File: src/rtl/stepper_seq_ctrl.sv
// rtl/stepper_seq_ctrl.sv - command-driven full/half-step stepper sequencer with VREF PWM
// Optional absolute position output: define STEPPER_POS_COUNTER_EN.
module stepper_seq_ctrl #(
  parameter int STEP_W   = 16,
  parameter int PERIOD_W = 24,
  parameter int PWM_W    = 3,
  parameter int POS_W    = 32
) (
  input  logic                clk,
  input  logic                rst_n,
  input  logic                cmd_valid,
  output logic                cmd_ready,
  input  logic [STEP_W-1:0]   cmd_steps,
  input  logic                cmd_dir,
  input  logic                cmd_half,
  input  logic [PERIOD_W-1:0] cmd_period,
  input  logic                abort,
  input  logic [PWM_W-1:0]    run_duty,
  input  logic [PWM_W-1:0]    hold_duty,
  output logic                ain1,
  output logic                ain2,
  output logic                bin1,
  output logic                bin2,
  output logic                stby,
  output logic                vref,
  output logic                busy,
  output logic                done,
  output logic [STEP_W-1:0]   remaining
`ifdef STEPPER_POS_COUNTER_EN
  ,
  output logic signed [POS_W-1:0] position
`endif
);

  typedef enum logic [1:0] {IDLE, RUN, DONE} state_t;

  state_t              state, state_nxt;
  logic [2:0]          pos, pos_nxt;
  logic                dir_q, half_q;
  logic [PERIOD_W-1:0] period_q, timer;
  logic [PWM_W-1:0]    pwm_cnt, duty;
  logic [3:0]          coil_nxt;
  logic                accept, step_due;

  assign cmd_ready = stby & (state == IDLE);
  assign busy      = (state == RUN);
  assign accept    = cmd_valid & cmd_ready;
  // abort wins over a step that falls due on the same cycle
  assign step_due  = (state == RUN) & ~abort & (timer == period_q - PERIOD_W'(1));
  assign duty      = (state == RUN) ? run_duty : hold_duty;

  // state register
  always_ff @(posedge clk or negedge rst_n) begin
    if (!rst_n) state <= IDLE;
    else        state <= state_nxt;
  end

  // next-state logic
  always_comb begin
    state_nxt = state;
    case (state)
      IDLE: if (accept) state_nxt = (cmd_steps == '0) ? DONE : RUN;
      RUN: begin
        if (abort)                                    state_nxt = DONE;
        else if (step_due && remaining == STEP_W'(1)) state_nxt = DONE;
      end
      DONE:    state_nxt = IDLE;
      default: state_nxt = IDLE;
    endcase
  end

  // next phase index; full-step snaps an odd index onto the adjacent even one
  always_comb begin
    pos_nxt = pos;
    if (half_q) pos_nxt = dir_q ? 3'(pos + 3'd1) : 3'(pos - 3'd1);
    else if (dir_q) pos_nxt = 3'((pos | 3'd1) + 3'd1);
    else            pos_nxt = 3'(((pos + 3'd1) & 3'b110) - 3'd2);
  end

  // command latch, step timer, phase index and step countdown
  always_ff @(posedge clk or negedge rst_n) begin
    if (!rst_n) begin
      dir_q     <= 1'b0;
      half_q    <= 1'b0;
      period_q  <= PERIOD_W'(1);
      timer     <= '0;
      pos       <= 3'd0;
      remaining <= '0;
    end else if (accept) begin
      dir_q     <= cmd_dir;
      half_q    <= cmd_half;
      period_q  <= (cmd_period == '0) ? PERIOD_W'(1) : cmd_period;
      timer     <= '0;
      remaining <= cmd_steps;
    end else if (state == RUN) begin
      if (abort) begin
        timer     <= '0;
        remaining <= '0;
      end else if (step_due) begin
        timer     <= '0;
        pos       <= pos_nxt;
        remaining <= remaining - STEP_W'(1);
      end else begin
        timer <= timer + PERIOD_W'(1);
      end
    end
  end

`ifdef STEPPER_POS_COUNTER_EN
  logic signed [POS_W-1:0] pos_delta;

  // position moves in half-step units; a re-align step is only half a full step
  always_comb begin
    pos_delta = (half_q || pos[0]) ? POS_W'(1) : POS_W'(2);
    if (!dir_q) pos_delta = -pos_delta;
  end

  // absolute position accumulator
  always_ff @(posedge clk or negedge rst_n) begin
    if (!rst_n)        position <= '0;
    else if (step_due) position <= position + pos_delta;
  end
`endif

  // phase table as {ain1, ain2, bin1, bin2}
  always_comb begin
    coil_nxt = 4'b0000;
    case (pos)
      3'd0: coil_nxt = 4'b1010;
      3'd1: coil_nxt = 4'b0010;
      3'd2: coil_nxt = 4'b0110;
      3'd3: coil_nxt = 4'b0100;
      3'd4: coil_nxt = 4'b0101;
      3'd5: coil_nxt = 4'b0001;
      3'd6: coil_nxt = 4'b1001;
      3'd7: coil_nxt = 4'b1000;
      default: coil_nxt = 4'b0000;
    endcase
  end

  // registered coil drive, standby release and end-of-move pulse
  always_ff @(posedge clk or negedge rst_n) begin
    if (!rst_n) begin
      {ain1, ain2, bin1, bin2} <= 4'b0000;
      stby <= 1'b0;
      done <= 1'b0;
    end else begin
      {ain1, ain2, bin1, bin2} <= coil_nxt;
      stby <= 1'b1;
      done <= (state == DONE);
    end
  end

  // free-running VREF PWM; duty 0 never asserts
  always_ff @(posedge clk or negedge rst_n) begin
    if (!rst_n) begin
      pwm_cnt <= '0;
      vref    <= 1'b0;
    end else begin
      pwm_cnt <= pwm_cnt + PWM_W'(1);
      vref    <= (pwm_cnt < duty);
    end
  end

endmodule

File: config.mk
export PLATFORM = sky130hd
export DESIGN_NAME = stepper_seq_ctrl
export DESIGN_NICKNAME = d
export VERILOG_FILES = /design/src/rtl/stepper_seq_ctrl.sv
export SDC_FILE = /design/constraint.sdc
export NUM_CORES = 1
export LEC_CHECK = 0
export ABC_AREA = 0
export ABC_CLOCK_PERIOD_IN_PS = 4500
export CORE_ASPECT_RATIO = 0.5
export CORE_MARGIN = 2
export CORE_UTILIZATION = 30
export CTS_CLUSTER_SIZE = 16
export DETAILED_ROUTE_END_ITERATION = 7
export DONT_BUFFER_PORTS = 1
export HOLD_SLACK_MARGIN = 0.02
export SYNTH_ARGS = -nofsm -noshare
export SYNTH_HDL_FRONTEND = slang
export SYNTH_SLANG_ARGS = --single-unit
export TNS_END_PERCENT = 50
File: constraint.sdc
create_clock -name clk -period 4.5 [get_ports clk]
set_clock_uncertainty 0.1 [all_clocks]
set_input_delay 0.225 -clock clk [delete_from_list [all_inputs] [get_ports clk]]
set_output_delay 0.225 -clock clk [all_outputs]
set_load 0.02 [all_outputs]
==> impl_metrics.json <==
{
  "place_congestion": 0.802,
  "drv_cap": 0,
  "finalInstanceArea_um2": 6040,
  "grt_pass1_wl_um": 23100,
  "cts.clk_slew.worst_paths_ns": 0.07,
  "synthArstFlopShare_pct": 100,
  "insertion_delay_ns": 0.34,
  "n_antenna_cell": 0,
  "cp-start-kind": "register",
  "setup_viol": 0,
  "syn-num-nets": 653,
  "hp-class": "in -> reg",
  "wire_per_inst_um": 16.4,
  "ir_worst_vdd_uv": 246,
  "rsz0062_at_grt": "no",
  "period_minus_slack_ns": 3.80,
  "dpl_cell_area_um2": 5350,
  "grt-ovfl-total": 0,
  "avgSynthCellArea_um2": 8.72,
  "wl_um": 13900,
  "yosys-top-cells-area": "dfrtp_1, nand2_1, xor2_1, xnor2_1, nor2_1",
  "crit_fanout": 21,
  "vias_per_cell": 5.26,
  "synth-seq-cells": 81,
  "dp_worst_setup_slack_ns": 0.738,
  "num_rows": 33,
  "drt_iter0_drc": 255,
  "min_to": "remaining[14]",
  "worstMarginPinSlew_ns": 0.760,
  "slew_headroom_pct": 49.2,
  "synth_most_common_cell": "nand2_1",
  "min_period_over_period_pct": 84.4,
  "ys_warn_count": 0,
  "arrival_ns": 3.91,
  "grt_pass1_vias": 4304,
  "fillers": 1694,
  "syn_area_um2": 5150,
  "endpoint_kind": "register",
  "hold_depth": 2,
  "dr.pass1.iters": 5,
  "num_vias": 4451,
  "synth-edff-count": 0,
  "port_buffers": 0,
  "finalPower_uw": 3390,
  "tns_ns": 0,
  "syn2layout_area_growth_pct": 17.4,
  "regToRegSetupSlack_ns": 0.70,
  "status": "completed",
  "path_class": "reg -> reg",
  "grtUsageTotal_pct": 15.7,
  "hold_viol_final": 0,
  "synth_top_area_share_pct": 38.9,
  "syn_inst": 590,
  "h-tree-depth": 3,
  "drcViolationCount": 0,
  "dieArea_um2": 18300,
  "p_leak_uw": 0.00256,
  "antenna_found_initial": 0,
  "grt_max_degree": 82,
  "clockBufferDepth": 2,
  "ys_seq_area_share_pct": 39.4,
  "dp_hpwl_um": 9750,
  "drive_gt1_share_pct": 6.61,
  "r2r_end": "timer[18]",
  "fin_util_pct": 36.4,
  "final_nets": 678,
  "cts.sinks": 81,
  "cts-root-buf": "clkbuf_16",
  "setup_ws_ns": 0.703,
  "ant_nets": 0,
  "ff_latch_area_um2": 2030,
  "maxClockFrequency_mhz": 263,
  "ys_types": 72,
  "ioPinCount": 77,
  "synth-main-ff-cell": "dfrtp_1",
  "coreArea_um2": 16600,
  "chipWidth_um": 189,
  "initial_core_util_pct": 31.0,
  "synth_common_cells": "nand2_1, dfrtp_1, nor2_1",
  "slew_viol_final": 0,
  "cts-buffers-inserted": 9,
  "synth_top_cell_by_area": "dfrtp_1",
  "multiInputGateArea_um2": 2940,
  "worstPathRequired_ns": 4.62,
  "min-delay-start": "cmd_steps[14]",
  "p_per_area_nw_per_um2": 560,
  "fp.dieH_um": 96.6,
  "r2r.worst_path.cells": 10,
  "r2r-start": "period_q[1]",
  "cts_tree": "done"
}
[per-layer routing]
metal  vias up  wire, um  GRT usage [%]
li1       2143         -              -
met1      2177      6850           22.3
met2       119      6060           23.7
met3        12       755           3.92
met4         0       201           4.65
met5         -         0              0
[area by class of cell]
| class | count | share of cell area, % |
|---|---|---|
| timing repair buffer | 43 | 7.21 |
| tap | 227 | 4.70 |
| clock inverter | 3 | 0.663 |
| sequential | 81 | 33.6 |
| clock buffer | 13 | 4.14 |
| multi-input combinational | 464 | 48.7 |
| inverter | 16 | 0.994 |
[worst max-delay path, cell delays in order (launching register included)]
cell and delay (ns):
dfrtp_1 0.43, inv_1 0.09, ha_1 0.28, nor3b_2 0.38, nand3_1 0.23, or4b_1 0.53
a31oi_1 0.30, o2111ai_2 0.31, o21ai_2 0.57, buf_4 0.36, nor2_1 0.08
[how the worst max path moves through the flow]
| stage | cells past startpoint | startpoint | end |
|---|---|---|---|
| floorplan | 10 | period_q[1] | remaining[9] |
| global placement | 10 | period_q[1] | timer[6] |
| detailed placement | 10 | period_q[1] | timer[18] |
| CTS | 10 | period_q[1] | timer[18] |
| global route | 9 | period_q[15] | timer[21] |
| finish | 10 | period_q[1] | timer[18] |
[flip-flops by register name, summed over array words and instances, names as in the netlist, 2 cells and up]
signal and flops:
pos 3, pwm_cnt 3, remaining 16, timer 24
state 2, period_q 24
[metrics by stage]
stage	hold WS, ns	std cells
CTS	0.0235	847
global placement	-0.168	793
finish	0.0305	847
detailed placement	-0.168	793
floorplan	-0.171	590
global route	0.0238	847
[kinds of logic after synthesis]
family	Yosys count	synth area share (%)
buffers and inverters	45	3.69
other	1	0.0729
and+or+nand+nor	305	30.9
xor gates and xnor gates	55	9.65
DFF	81	39.4
muxes	11	2.41
adders and majority gates	11	2.67
AOI/OAI and AO/OA	81	11.2
[cells in the final DEF, fill, tap and decap left out, drive strengths merged, types with 5 or more instances in the layout]
cell,count
nand2,115
dfrtp,80
nor2,47
dlygate4sd3,37
xor2,28
xnor2,26
nor4,25
nand3,23
nor3,20
a21oi,17
o21ai,17
inv,16
clkbuf,13
ha,11
nand2b,9
mux2i,9
or3,9
nor3b,9
nand4,9
and3,8
nand3b,6
a32o,6
buf,6
o211ai,5
[where the power goes]
| part | total, uW | internal [uW] | switching [uW] |
|---|---|---|---|
| Sequential | 1360 | 923 | 440 |
| Combinational | 1290 | 546 | 742 |
| Clock | 736 | 444 | 292 |
[timing repair]
item,CTS,global route
hold buffers,38,0
setup buffers,0,0
hold endpoints to repair,117,0
resized for setup,0,0
(Power assumes the default switching activity.)
